===== src/rtl/cnn_stream_pkg.sv =====
// Shared types and default geometry for the CNN pixel-stream pipeline.
// The streamer and the convolution window agree on beat layout through this package.
package cnn_stream_pkg;

    localparam int DEF_WORD_SIZE = 8;
    localparam int DEF_ROW_SIZE  = 540;
    localparam int DEF_NUM_ROWS  = 540;

    typedef struct packed {
        logic [DEF_WORD_SIZE-1:0] data;
        logic                     sof;
        logic                     eol;
        logic                     eof;
    } pixel_beat_t;

    typedef enum logic [1:0] {
        IDLE,
        STREAM,
        DRAIN
    } streamer_state_e;

endpackage


===== src/rtl/stream_skid_fifo.sv =====
// Two-entry beat FIFO between the RAM return path and the output handshake.
// The producer never pushes when full, so no overflow guard is needed here.
module stream_skid_fifo
    import cnn_stream_pkg::*;
(
    input  logic        clk,
    input  logic        rst,
    input  logic        push,
    input  pixel_beat_t push_beat,
    input  logic        pop,
    output pixel_beat_t head,
    output logic [1:0]  count
);

    pixel_beat_t mem_q [2];
    pixel_beat_t mem_d [2];
    logic        rd_ptr_q, rd_ptr_d;
    logic        wr_ptr_q, wr_ptr_d;
    logic [1:0]  count_q, count_d;

    always_comb begin
        mem_d    = mem_q;
        rd_ptr_d = rd_ptr_q;
        wr_ptr_d = wr_ptr_q;
        count_d  = count_q;
        if (push) begin
            mem_d[wr_ptr_q] = push_beat;
            wr_ptr_d        = ~wr_ptr_q;
        end
        if (pop) begin
            rd_ptr_d = ~rd_ptr_q;
        end
        case ({push, pop})
            2'b10:   count_d = count_q + 2'd1;
            2'b01:   count_d = count_q - 2'd1;
            default: count_d = count_q;
        endcase
    end

    always_ff @(posedge clk or posedge rst) begin
        if (rst) begin
            mem_q[0] <= '0;
            mem_q[1] <= '0;
            rd_ptr_q <= 1'b0;
            wr_ptr_q <= 1'b0;
            count_q  <= 2'd0;
        end else begin
            mem_q    <= mem_d;
            rd_ptr_q <= rd_ptr_d;
            wr_ptr_q <= wr_ptr_d;
            count_q  <= count_d;
        end
    end

    assign head  = mem_q[rd_ptr_q];
    assign count = count_q;

endmodule


===== src/rtl/pixel_streamer.sv =====
// Reads one frame from a sync-read pixel RAM in raster order and streams it
// out with sof/eol/eof markers, optionally wrapped in a 1-pixel zero border.
module pixel_streamer
    import cnn_stream_pkg::*;
#(
    parameter int WORD_SIZE  = DEF_WORD_SIZE,
    parameter int ROW_SIZE   = DEF_ROW_SIZE,
    parameter int NUM_ROWS   = DEF_NUM_ROWS,
    parameter int PAD        = 1,
    parameter int ADDR_WIDTH = $clog2(ROW_SIZE*NUM_ROWS)
) (
    input  logic                  clk,
    input  logic                  rst,
    input  logic                  start,
    output logic                  busy,
    output logic                  done,
    output logic                  mem_rd_en,
    output logic [ADDR_WIDTH-1:0] mem_addr,
    input  logic [WORD_SIZE-1:0]  mem_rd_data,
    output logic [WORD_SIZE-1:0]  out_pixel,
    output logic                  out_valid,
    input  logic                  out_ready,
    output logic                  out_sof,
    output logic                  out_eol,
    output logic                  out_eof
);

    localparam int W_OUT = ROW_SIZE + 2*PAD;
    localparam int H_OUT = NUM_ROWS + 2*PAD;
    localparam int CW    = $clog2(W_OUT + 1);
    localparam int RW    = $clog2(H_OUT + 1);

    localparam logic [CW-1:0] C_LAST = CW'(W_OUT - 1);
    localparam logic [CW-1:0] C_HI   = CW'(ROW_SIZE + PAD);
    localparam logic [RW-1:0] R_LAST = RW'(H_OUT - 1);
    localparam logic [RW-1:0] R_HI   = RW'(NUM_ROWS + PAD);

    streamer_state_e       state_q, state_d;
    logic [RW-1:0]         r_q, r_d;
    logic [CW-1:0]         c_q, c_d;
    logic [ADDR_WIDTH-1:0] addr_q, addr_d;
    logic                  pend_vld_q, pend_vld_d;
    logic                  pend_border_q, pend_border_d;
    logic [2:0]            pend_flags_q, pend_flags_d;

    logic                  idle_go;
    logic [RW-1:0]         cur_r;
    logic [CW-1:0]         cur_c;
    logic [ADDR_WIDTH-1:0] cur_addr;
    logic [2:0]            occupancy;
    logic                  permit;
    logic                  issue;
    logic                  interior;
    logic                  last_col;
    logic                  last_pos;

    logic                  push;
    logic                  pop;
    pixel_beat_t           push_beat;
    pixel_beat_t           head;
    logic [1:0]            fifo_count;

    // Position (0,0) is issued in the start cycle itself so the first beat
    // lands on the second cycle after start is sampled.
    always_comb begin
        idle_go   = (state_q == IDLE) && start;
        cur_r     = idle_go ? '0 : r_q;
        cur_c     = idle_go ? '0 : c_q;
        cur_addr  = idle_go ? '0 : addr_q;
        occupancy = {1'b0, fifo_count} + {2'b00, pend_vld_q};
        permit    = occupancy < (3'd2 + {2'b00, pop});
        issue     = idle_go || ((state_q == STREAM) && permit);
        last_col  = (cur_c == C_LAST);
        last_pos  = last_col && (cur_r == R_LAST);
        interior  = (PAD == 0 || (cur_r != '0 && cur_c != '0))
                    && (cur_r < R_HI) && (cur_c < C_HI);
        mem_rd_en = issue && interior;
        mem_addr  = cur_addr;
    end

    always_comb begin
        state_d       = state_q;
        r_d           = r_q;
        c_d           = c_q;
        addr_d        = addr_q;
        done          = 1'b0;
        pend_vld_d    = issue;
        pend_border_d = !interior;
        pend_flags_d  = {(cur_r == '0) && (cur_c == '0), last_col, last_pos};
        unique case (state_q)
            IDLE: begin
                if (start) state_d = STREAM;
            end
            STREAM: begin
                state_d = STREAM;
            end
            DRAIN: begin
                if (fifo_count == 2'd0 && !pend_vld_q) begin
                    done    = 1'b1;
                    state_d = IDLE;
                end
            end
            default: state_d = IDLE;
        endcase
        if (issue) begin
            addr_d = interior ? cur_addr + ADDR_WIDTH'(1) : cur_addr;
            if (last_col) begin
                c_d = '0;
                r_d = cur_r + RW'(1);
            end else begin
                c_d = cur_c + CW'(1);
                r_d = cur_r;
            end
            if (last_pos) state_d = DRAIN;
        end
    end

    always_ff @(posedge clk or posedge rst) begin
        if (rst) begin
            state_q       <= IDLE;
            r_q           <= '0;
            c_q           <= '0;
            addr_q        <= '0;
            pend_vld_q    <= 1'b0;
            pend_border_q <= 1'b0;
            pend_flags_q  <= 3'b000;
        end else begin
            state_q       <= state_d;
            r_q           <= r_d;
            c_q           <= c_d;
            addr_q        <= addr_d;
            pend_vld_q    <= pend_vld_d;
            pend_border_q <= pend_border_d;
            pend_flags_q  <= pend_flags_d;
        end
    end

    // Border slots ride the same 1-cycle delay as RAM reads to keep raster order.
    always_comb begin
        push           = pend_vld_q;
        push_beat.data = pend_border_q ? '0 : DEF_WORD_SIZE'(mem_rd_data);
        push_beat.sof  = pend_flags_q[2];
        push_beat.eol  = pend_flags_q[1];
        push_beat.eof  = pend_flags_q[0];
    end

    stream_skid_fifo u_fifo (
        .clk       (clk),
        .rst       (rst),
        .push      (push),
        .push_beat (push_beat),
        .pop       (pop),
        .head      (head),
        .count     (fifo_count)
    );

    assign out_valid = (fifo_count != 2'd0);
    assign pop       = out_valid && out_ready;
    assign out_pixel = out_valid ? WORD_SIZE'(head.data) : '0;
    assign out_sof   = out_valid && head.sof;
    assign out_eol   = out_valid && head.eol;
    assign out_eof   = out_valid && head.eof;
    assign busy      = (state_q != IDLE);

endmodule


===== config.mk =====
export PLATFORM = sky130hd
export DESIGN_NAME = pixel_streamer
export DESIGN_NICKNAME = d
export VERILOG_FILES = /design/src/rtl/cnn_stream_pkg.sv /design/src/rtl/stream_skid_fifo.sv /design/src/rtl/pixel_streamer.sv
export SDC_FILE = /design/constraint.sdc
export NUM_CORES = 1
export LEC_CHECK = 0
export BUFFER_PORTS_ARGS = -buffer_cell sky130_fd_sc_hd__buf_2
export CAP_MARGIN = 20
export CORE_UTILIZATION = 45
export CTS_CLUSTER_DIAMETER = 80
export DETAILED_ROUTE_END_ITERATION = 6
export PLACE_DENSITY_LB_ADDON = 0.25
export SLEW_MARGIN = 40
export SYNTH_ARGS = -nofsm -noshare
export SYNTH_HDL_FRONTEND = slang
export SYNTH_SLANG_ARGS = --single-unit

===== constraint.sdc =====
create_clock -name clk -period 2.9 [get_ports clk]
set_clock_uncertainty 0.05 [all_clocks]
set_input_delay 0.58 -clock clk [delete_from_list [all_inputs] [get_ports clk]]
set_output_delay 0.58 -clock clk [all_outputs]
set_load 0.02 [all_outputs]

==> metrics.md, run 1 <==
| Metric | Value |
|---|---|
| Status | `completed` |
| Placer Congestion | `0.819` |
| Via density | `5.64` |
| Largest net degree at the start of global routing | `29` |
| Slew @ Worst Pin | `0.690 ns` |
| Die width | `93.1 µm` |
| CP max FO | `4` |
| Layout cells sized above 1 | `0.227` |
| I/O pin total | `46` |
| P per Cell Area | `675 nW/µm²` |
| Fmax | `352 MHz` |
| Post-synthesis sequential area ratio | `0.483` |
| Commonest non-fill, non-tap cells in the layout | `72 x dfrtp_1, 44 x buf_2, 40 x nand2_1` |
| Num rows | `32` |
| Final setup vio count | `0` |
| Ys async rst share | `1.00` |
| Initial DRC count | `185` |
| Final ANT Viol Nets | `0` |
| Die height | `93.1 µm` |
| Period minus WS final | `2.84 ns` |
| Hold Crit Class | `input port to asynchronous set/reset pin` |
| Sequential standard cell area | `1800 µm²` |
| Internal reg-to-reg setup slack | `0.25 ns` |
| Inst Count DP | `532` |
| TritonCTS Buffers | `9` |
| CP Launch Type | `flop` |
| Worst Setup SP | `r_q[7]$_DFFE_PP0N_` |
| Crit path DAT | `2.21 ns` |
| Leakage power | `2.13 nW` |
| Nets | `462` |
| Worst skew pair latency | `0.35 ns` |
| Syn-to-layout area delta | `19.1%` |
| Design Area, Final | `4450 µm²` |
| Endpoints failing hold | `0` |
| Top_reg_cell synth | `dfrtp_1` |
| Worst Setup End Kind | `primary output` |
| Initial Util | `0.473` |
| Detail Placement HPWL | `5.74 mm` |
| Fin util | `0.564` |
| Final Slew Violations | `0` |
| #FFs+latches synth | `72` |
| Clock transition at path regs | `0.08 ns` |
| Max-cap violation count | `0` |
| Worst Path Required | `2.27 ns` |
| Worst setup path class | `flop to primary output` |
| Clock root buffer | `clkbuf_8` |
| CORE AREA | `7890 µm²` |
| Synth cell types | `48` |
| Initial antenna violation count | `0` |
| First-pass GRT wire length | `13.9 mm` |
| WL/cell | `15.0 µm` |
| Via count | `3115` |
| Max VDD drop | `0.000390 V` |
| # DRC | `0` |
| Area of the multi-input gates | `1860 µm²` |
| Hold Buf Count CTS | `0` |
| Synthesized Nets | `403` |
| R2R cell count | `8` |
| Relative slew slack | `0.540` |
| Fillers | `696` |
| Ant. Diodes | `0` |
| Mean Syn Cell Area | `9.67 µm²` |
| Most common cell after layout, fill and taps aside | `dfrtp_1` |
| Yosys warns | `0` |
| Area after DPL | `4170 µm²` |
| RR Startpoint | `state_q[0]$_DFF_PP0_` |
| Total GRT Usage | `0.204` |
| Synth Cell Area | `3730 µm²` |
| Clock buffer depth | `2` |
| H-tree levels | `3` |
| EDFF count, synth | `0` |
| Final wirelength | `8.28 mm` |
| TNS Setup | `0 ns` |
| Vias in the first global route | `2951` |
| CTS tree | `yes` |
| I/O Buffers | `45` |
| Mapped Cells | `386` |
| Drt pass-1 iters | `4` |
| Non-filler cells in the finished layout | `552` |
| Die area | `8660 µm²` |
| Final period util | `0.980` |
| Overflow after GRT | `0` |
| Clock Sinks | `72` |
## power breakdown
part	switching (mW)	total, mW	internal [mW]
Sequential	0.151	1.25	1.10
Clock	0.394	0.883	0.489
Combinational	0.544	0.868	0.324
Total	1.09	3.00	1.91
## worst paths after layout
check,endpoint
max reg2reg,r_q[8]$_DFFE_PP0N_
min reg2reg,addr_q[3]$_DFFE_PP0N_
max in group asynchronous,r_q[1]$_DFFE_PP0N_
min in group clk,addr_q[3]$_DFFE_PP0N_
min,u_fifo.mem_q[15]$_DFFE_PP0P_
max,mem_rd_en
## cell type report
type / count / area share
tap: 102 / 0.0287
clock buffer: 10 / 0.0287
timing repair buffer: 69 / 0.0917
sequential: 72 / 0.405
clock inverter: 6 / 0.0205
inverter: 9 / 0.00759
multi-input combinational: 284 / 0.418
## cell families after synthesis
logic type	share of synthesized area
flip-flops	0.483
buffers and inverters	0.0312
adder cells (fa/ha/maj)	0.0168
AO/OA/AOI/OAI	0.0999
multiplexers	0.0620
XOR/XNOR	0.0540
AND/OR/NAND/NOR	0.254
## registers in the layout, summed over array words and instances (netlist names)
name and flops:
u_fifo.mem_q 22, u_fifo.wr_ptr_q 1, pend_flags_q 3, u_fifo.rd_ptr_q 1
pend_border_q 1, state_q 2, r_q 10, pend_vld_q 1
c_q 10, u_fifo.count 2, addr_q 19
## cells in the mapped netlist, drive strengths merged (2+ instances only)
master  count  area, µm²
ha          5       62.6
and4        2       17.5
nand3      16       80.1
o21ai      27        135
nor4b       3       41.3
a21oi      15       75.1
or4        12       93.8
or2         2       12.5
xor2       17        149
nand2b     11       68.8
mux2        9        101
inv         9       33.8
nor3        5       25.0
buf         4       18.8
o31ai       8       60.1
dfrtp      72       1800
nand4       8       50.1
a31oi       3       18.8
nor2       25       93.8
nor3b       4       35.0
nand2      40        150
mux2i      13        130
xnor2       6       52.6
and2       19        119
nor4       17        106
and3        2       12.5
clkbuf     17       63.8
o211ai      2       15.0
## per-stage QoR
| step | total power, mW | setup WS [ns] | hold WS, ns |
|---|---|---|---|
| 2_1_floorplan | 1.86 | 0.0117 | 0.391 |
| 3_3_place_gp | 2.11 | 0.120 | 0.406 |
| 3_5_place_dp | 2.14 | 0.0808 | 0.422 |
| 4_1_cts | 3.02 | 0.00517 | 0.202 |
| 5_1_grt | 3.18 | -0.00274 | 0.216 |
| 6_report | 3.00 | 0.0567 | 0.203 |
## repair_timing
item | 4_1_cts | 5_1_grt
setup endpoints to repair | 1 | 1
buffers inserted | 0 | 4
pin swaps | 0 | 2
resized for setup | 3 | 3
## metal layers
metal / global-route usage / routed length, µm
met4: 0.0654 / 83
met3: 0.0431 / 420
met2: 0.329 / 3890
met5: 0 / 0
met1: 0.275 / 3880
## worst max-delay path: stages (launching register included)
cell	delay, ns
dfrtp_1	0.42
or4_4	0.57
or4_4	0.52
o311ai_4	0.10
nor3_4	0.10
buf_4	0.17
Power figures use the tool's default switching activity.
==> run 2: changes to the inputs <==
--- a/config.mk
+++ b/config.mk
@@ -7,7 +7,7 @@
 export LEC_CHECK = 0
 export BUFFER_PORTS_ARGS = -buffer_cell sky130_fd_sc_hd__buf_2
 export CAP_MARGIN = 20
-export CORE_UTILIZATION = 45
+export CORE_UTILIZATION = 52
 export CTS_CLUSTER_DIAMETER = 80
 export DETAILED_ROUTE_END_ITERATION = 6
 export PLACE_DENSITY_LB_ADDON = 0.25
==> metrics.md, run 2 (synthesis gave the netlist of run 1 again) <==
| Metric | Value |
|---|---|
| CP Launch Type | `flop (unchanged)` |
| H-tree levels | `3 (unchanged)` |
| Clock transition at path regs | `0.08 ns (about the same)` |
| Clock buffer depth | `2 (unchanged)` |
| Overflow after GRT | `0 (unchanged)` |
| Drt pass-1 iters | `4 (unchanged)` |
| Final Slew Violations | `0 (unchanged)` |
| Initial antenna violation count | `0 (unchanged)` |
| TritonCTS Buffers | `9 (unchanged)` |
| Reg-to-reg endpoint | `r_q[7]$_DFFE_PP0N_ (was r_q[8]$_DFFE_PP0N_)` |
| Fillers | `586 (was 696)` |
| RR Startpoint | `state_q[1]$_DFF_PP0_ (was state_q[0]$_DFF_PP0_)` |
| R2R cell count | `7 (was 8)` |
| Hold Crit Class | `input port to asynchronous set/reset pin (unchanged)` |
| Clock root buffer | `clkbuf_8 (unchanged)` |
| Biggest regs | `u_fifo.mem_q (22), addr_q (19) (unchanged)` |
| Slew @ Worst Pin | `0.710 ns (was 0.690 ns)` |
| Syn-to-layout area delta | `17.5% (was 19.1%)` |
| Fmax | `353 MHz (was 352 MHz)` |
| Die width | `86.7 µm (was 93.1 µm)` |
| Max-cap violation count | `0 (unchanged)` |
| First-pass GRT wire length | `13.2 mm (was 13.9 mm)` |
| Worst Setup SP | `r_q[8]$_DFFE_PP0N_ (was r_q[7]$_DFFE_PP0N_)` |
| Pre-CTS setup slack | `0.0528 ns (was 0.0808 ns)` |
| Final wirelength | `7.97 mm (was 8.28 mm)` |
| Largest net degree at the start of global routing | `73 (was 29)` |
| Crit-path max cell delay | `0.58 ns (was 0.57 ns)` |
| Biggest register | `u_fifo.mem_q (unchanged)` |
| Hold Buf Count CTS | `0 (unchanged)` |
| Levels on crit path | `5 (unchanged)` |
| Ant. Diodes | `0 (unchanged)` |
| Clock Sinks | `72 (unchanged)` |
| Total GRT Usage | `0.229 (was 0.204)` |
| Nets | `460 (was 462)` |
| CP max FO | `4 (unchanged)` |
| Initial Util | `0.544 (was 0.473)` |
| Final setup vio count | `0 (unchanged)` |
| Leakage power | `2.11 nW (was 2.13 nW)` |
| I/O Buffers | `45 (unchanged)` |
| Period minus WS final | `2.84 ns (about the same)` |
| Worst Path Buf+Inv | `1 (unchanged)` |
| Relative slew slack | `0.527 (was 0.540)` |
| CP Cell Sequence | `or4_4 > or4_4 > o311ai_2 > nor3_2 > buf_2 (was or4_4 > or4_4 > o311ai_4 > nor3_4 > buf_4)` |
| Detail Placement HPWL | `5.32 mm (was 5.74 mm)` |
| Via density | `5.60 (was 5.64)` |
| Internal reg-to-reg setup slack | `0.26 ns (was 0.25 ns)` |
| Die height | `86.7 µm (was 93.1 µm)` |
| CORE AREA | `6870 µm² (was 7890 µm²)` |
| CTS tree | `yes (unchanged)` |
| Worst Path Required | `2.27 ns (about the same)` |
| Most common cell after layout, fill and taps aside | `dfrtp_1 (unchanged)` |
| Worst Setup End Kind | `primary output (unchanged)` |
| P per Cell Area | `651 nW/µm² (was 675 nW/µm²)` |
| Initial DRC count | `141 (was 185)` |
| WL/cell | `14.7 µm (was 15.0 µm)` |
| Most used cell, CP | `or4_4 (unchanged)` |
| Final period util | `0.978 (was 0.980)` |
| # DRC | `0 (unchanged)` |
| Commonest non-fill, non-tap cells in the layout | `72 x dfrtp_1, 45 x buf_2, 40 x nand2_1 (was 72 x dfrtp_1, 44 x buf_2, 40 x nand2_1)` |
| Endpoints failing hold | `0 (unchanged)` |
| I/O pin total | `46 (unchanged)` |
| Status | `completed (unchanged)` |
| Worst skew pair latency | `0.34 ns (was 0.35 ns)` |
| CP top delay family | `simple AND/OR/NAND/NOR gates (unchanged)` |
| Final ANT Viol Nets | `0 (unchanged)` |
| Placer Congestion | `0.803 (was 0.819)` |
| TNS Setup | `0 ns (unchanged)` |
| Crit path DAT | `2.21 ns (about the same)` |
| Slowest-stage cell, CP | `or4_4 (unchanged)` |
| Num rows | `30 (was 32)` |
| Max reg flops | `22 (unchanged)` |
| Max VDD drop | `0.000611 V (was 0.000390 V)` |
| Worst setup margin | `0.0635 ns (was 0.0567 ns)` |
| Die area | `7520 µm² (was 8660 µm²)` |
| CP endpoint | `mem_rd_en (unchanged)` |
| Layout cells sized above 1 | `0.224 (was 0.227)` |
| RSZ-0062 raised after global routing | `false` |
| Vias in the first global route | `2763 (was 2951)` |
| Worst setup path class | `flop to primary output (unchanged)` |
| Via count | `3039 (was 3115)` |
## run 2: repair_timing
action | 4_1_cts | 5_1_grt
setup buffers | 0 | 4
resized for setup | 2 | 1
pin swaps | 0 | 2
setup endpoints to repair | 1 | 1
## run 2: final cells by class
class / instances / area, µm² / share of cell area
Multi-Input combinational cell: 284 / 1840 / 0.420
Sequential cell: 72 / 1800 / 0.411
Timing Repair Buffer: 67 / 403 / 0.0919
Clock buffer: 9 / 124 / 0.0282
Tap cell: 96 / 120 / 0.0274
Clock inverter: 6 / 61.3 / 0.0140
Inverter: 9 / 33.8 / 0.00770
## run 2: how the worst min path moves through the flow
stage	endpoint	cells past startpoint	from	slack, ns
2_1_floorplan	addr_q[3]$_DFFE_PP0N_	1	addr_q[3]$_DFFE_PP0N_	0.39
3_3_place_gp	u_fifo.mem_q[8]$_DFFE_PP0P_	2	u_fifo.mem_q[8]$_DFFE_PP0P_	0.41
3_5_place_dp	u_fifo.mem_q[8]$_DFFE_PP0P_	2	u_fifo.mem_q[8]$_DFFE_PP0P_	0.42
4_1_cts	u_fifo.mem_q[4]$_DFFE_PP0P_	3	rst	0.26
5_1_grt	addr_q[18]$_DFFE_PP0N_	3	rst	0.27
6_report	u_fifo.mem_q[4]$_DFFE_PP0P_	3	rst	0.22
## run 2: where the power goes
part | leakage (nW) | internal [mW] | total, mW | switching (mW)
Combinational | 1.04 | 0.316 | 0.836 | 0.520
Sequential | 0.973 | 1.10 | 1.26 | 0.157
Clock | 0.0948 | 0.389 | 0.764 | 0.375
Total | 2.11 | 1.80 | 2.86 | 1.05
## run 2: metrics by stage
step | hold WS [ns] | total power, mW | utilization | cells | area (µm²)
3_5_place_dp | 0.421 | 2.11 | 0.605 | 524 | 4160
5_1_grt | 0.272 | 3.04 | 0.638 | 543 | 4390
6_report | 0.224 | 2.86 | 0.638 | 543 | 4390
2_1_floorplan | 0.391 | 1.86 | - | 386 | 3740
4_1_cts | 0.263 | 2.89 | 0.634 | 539 | 4350
3_3_place_gp | 0.412 | 2.09 | 0.605 | 524 | 4160
## run 2: layer usage
metal	GRT usage	up-vias	part of all wire
met5	0	-	0
met1	0.314	1478	0.48
met3	0.0505	11	0.042
met2	0.359	60	0.46
met4	0.0803	0	0.015
li1	-	1490	-
## run 2: tightest hold or removal path, delay by kind of cell
kind / cells / cell delay (ns)
buffers and inverters: 3 / 0.45
==> run 3: changes to the inputs <==
--- a/config.mk
+++ b/config.mk
@@ -7,7 +7,7 @@
 export LEC_CHECK = 0
 export BUFFER_PORTS_ARGS = -buffer_cell sky130_fd_sc_hd__buf_2
 export CAP_MARGIN = 20
-export CORE_UTILIZATION = 52
+export CORE_UTILIZATION = 35
 export CTS_CLUSTER_DIAMETER = 80
 export DETAILED_ROUTE_END_ITERATION = 6
 export PLACE_DENSITY_LB_ADDON = 0.25
==> metrics.md, run 3 (synthesis gave the netlist of run 1 again) <==
| Metric | Value |
|---|---|
| Tot Pwr | `3.08 mW (was 2.86 mW)` |
| Syn-to-layout area delta | `21.1% (was 17.5%)` |
| Final ANT Viol Nets | `0 (unchanged)` |
| Layout cells sized above 1 | `0.227 (was 0.224)` |
| Comb pwr share | `0.275 (was 0.293)` |
| CP top delay family | `simple AND/OR/NAND/NOR gates (unchanged)` |
| Hold Crit Class | `input port to asynchronous set/reset pin (unchanged)` |
| Die height | `105 µm (was 86.7 µm)` |
| Max reg flops | `22 (unchanged)` |
| Via count | `3051 (was 3039)` |
| TNS Setup | `0 ns (unchanged)` |
| CP Launch Type | `flop (unchanged)` |
| RSZ-0062 raised after global routing | `false (unchanged)` |
| Die area | `11100 µm² (was 7520 µm²)` |
| TritonCTS Buffers | `9 (unchanged)` |
| Commonest non-fill, non-tap cells in the layout | `72 x dfrtp_1, 44 x buf_2, 40 x nand2_1 (was 72 x dfrtp_1, 45 x buf_2, 40 x nand2_1)` |
| Nets | `462 (was 460)` |
| Most common cell after layout, fill and taps aside | `dfrtp_1 (unchanged)` |
| P per Cell Area | `682 nW/µm² (was 651 nW/µm²)` |
| Crit path DAT | `2.19 ns (was 2.21 ns)` |
| Worst setup path class | `flop to primary output (unchanged)` |
| Worst Path Buf+Inv | `1 (unchanged)` |
| Clock transition at path regs | `0.08 ns (about the same)` |
| Ant. Diodes | `0 (unchanged)` |
| Crit-path max cell delay | `0.58 ns (about the same)` |
| Worst skew pair latency | `0.35 ns (was 0.34 ns)` |
| Slowest-stage cell, CP | `or4_4 (unchanged)` |
| RR Startpoint | `state_q[0]$_DFF_PP0_ (was state_q[1]$_DFF_PP0_)` |
| Drt pass-1 iters | `4 (unchanged)` |
| Int Pwr | `1.99 mW (was 1.80 mW)` |
| Worst Path Required | `2.27 ns (about the same)` |
| CP Cell Sequence | `or4_4 > or4_4 > o311ai_4 > nor3_2 > buf_4 (was or4_4 > or4_4 > o311ai_2 > nor3_2 > buf_2)` |
| Final period util | `0.974 (was 0.978)` |
| Clock power share | `0.318 (was 0.268)` |
| I/O pin total | `46 (unchanged)` |
| Period minus WS final | `2.82 ns (was 2.84 ns)` |
| R2R cell count | `7 (unchanged)` |
| Internal reg-to-reg setup slack | `0.36 ns (was 0.26 ns)` |
| Fmax | `354 MHz (was 353 MHz)` |
| Reg-to-reg endpoint | `r_q[7]$_DFFE_PP0N_ (unchanged)` |
| Relative slew slack | `0.524 (was 0.527)` |
| WL/cell | `14.5 µm (was 14.7 µm)` |
| Max VDD drop | `0.000347 V (was 0.000611 V)` |
| Sw frac | `0.354 (was 0.368)` |
| I/O Buffers | `45 (unchanged)` |
| Largest net degree at the start of global routing | `46 (was 73)` |
| First-pass GRT wire length | `14.6 mm (was 13.2 mm)` |
| Clock buffer depth | `2 (unchanged)` |
| Via density | `5.21 (was 5.60)` |
| CP max FO | `4 (unchanged)` |
| Placer Congestion | `0.793 (was 0.803)` |
| Status | `completed (unchanged)` |
| Initial Util | `0.362 (was 0.544)` |
| Clock Sinks | `72 (unchanged)` |
| Slew @ Worst Pin | `0.715 ns (was 0.710 ns)` |
| Worst Setup End Kind | `primary output (unchanged)` |
| Leakage power | `2.14 nW (was 2.11 nW)` |
| CORE AREA | `10300 µm² (was 6870 µm²)` |
| Most used cell, CP | `or4_4 (unchanged)` |
| Detail Placement HPWL | `5.87 mm (was 5.32 mm)` |
| Vias in the first global route | `2976 (was 2763)` |
| Final setup vio count | `0 (unchanged)` |
| Overflow after GRT | `0 (unchanged)` |
| Endpoints failing hold | `0 (unchanged)` |
| Max-cap violation count | `0 (unchanged)` |
| Biggest regs | `u_fifo.mem_q (22), addr_q (19) (unchanged)` |
| CTS tree | `yes (unchanged)` |
| Fillers | `1004 (was 586)` |
| H-tree levels | `3 (unchanged)` |
| Final wirelength | `8.48 mm (was 7.97 mm)` |
| Initial DRC count | `164 (was 141)` |
| Clock root buffer | `clkbuf_8 (unchanged)` |
| Initial antenna violation count | `0 (unchanged)` |
| P_sw | `1.09 mW (was 1.05 mW)` |
| Total GRT Usage | `0.166 (was 0.229)` |
| Final Slew Violations | `0 (unchanged)` |
| Die width | `105 µm (was 86.7 µm)` |
| Num rows | `37 (was 30)` |
| Flop pwr share | `0.407 (was 0.440)` |
| Biggest register | `u_fifo.mem_q (unchanged)` |
| # DRC | `0 (unchanged)` |
## run 3: cell types whose count changed in the layout (fill, tap and decap cells not counted)
cell       previous run  this run
clkinv_4              1         0
o311ai_4              0         1
clkbuf_1              0         1
inv_6                 0         2
bufinv_16             1         3
clkinv_2              3         0
o311ai_2              1         0
buf_2                45        44
buf_4                21        24
## run 3: worst max path at each step
stage / end / cells past startpoint / start
6_report: mem_rd_en / 5 / r_q[7]$_DFFE_PP0N_
5_1_grt: mem_rd_en / 5 / r_q[7]$_DFFE_PP0N_
4_1_cts: mem_rd_en / 5 / r_q[6]$_DFFE_PP0N_
3_5_place_dp: r_q[7]$_DFFE_PP0N_ / 8 / start
3_3_place_gp: mem_rd_en / 7 / start
2_1_floorplan: addr_q[6]$_DFFE_PP0N_ / 10 / start
## run 3: metal layers
layer  vias to the layer above  part of all wire  GRT usage
met5                         -                 0          0
met3                        12             0.042     0.0340
met1                      1479              0.49      0.223
li1                       1498                 -          -
met2                        62              0.45      0.261
met4                         0             0.017     0.0654
## run 3: layout make-up
type,instances,area (µm²),share of cell area
Clock inverter,6,115,0.0255
Tap cell,136,170,0.0376
Timing Repair Buffer,69,420,0.0930
Inverter,9,33.8,0.00747
Multi-Input combinational cell,284,1850,0.410
Clock buffer,10,128,0.0282
Sequential cell,72,1800,0.399
## run 3: worst register-to-register path, stage by stage, from the launching register on
cell	delay, ns
dfrtp_1	0.44
or3b_1	0.47
nand2_1	0.10
ha_1	0.17
nor4b_4	0.23
nand3_1	0.28
or4_1	0.57
a21oi_1	0.15
## run 3: what timing repair did
action	CTS	global route
hold buffers	0	0
pin swaps	0	2
buffers inserted	2	2
setup endpoints to repair	1	1
gates resized for setup	2	3
## run 3: stage by stage
step                hold slack, ns  utilization  instance area [µm²]  cells  worst slack [ns]
floorplan                    0.391            -                 3740    386            0.0117
global placement             0.411        0.409                 4220    566             0.220
detailed placement           0.421        0.409                 4220    566             0.174
CTS                          0.262        0.435                 4490    584            0.0234
global route                 0.294        0.438                 4520    586           0.00728
finish                       0.242        0.438                 4520    586            0.0762
## run 3: power groups by stage
stage          logic [mW]  clock network (mW)  registers [mW]
6_report            0.848               0.980            1.26
2_1_floorplan       0.657                   0            1.20
4_1_cts             0.856                1.00            1.26
3_3_place_gp        0.841                   0            1.28
3_5_place_dp        0.852                   0            1.28
5_1_grt             0.959                1.05            1.29
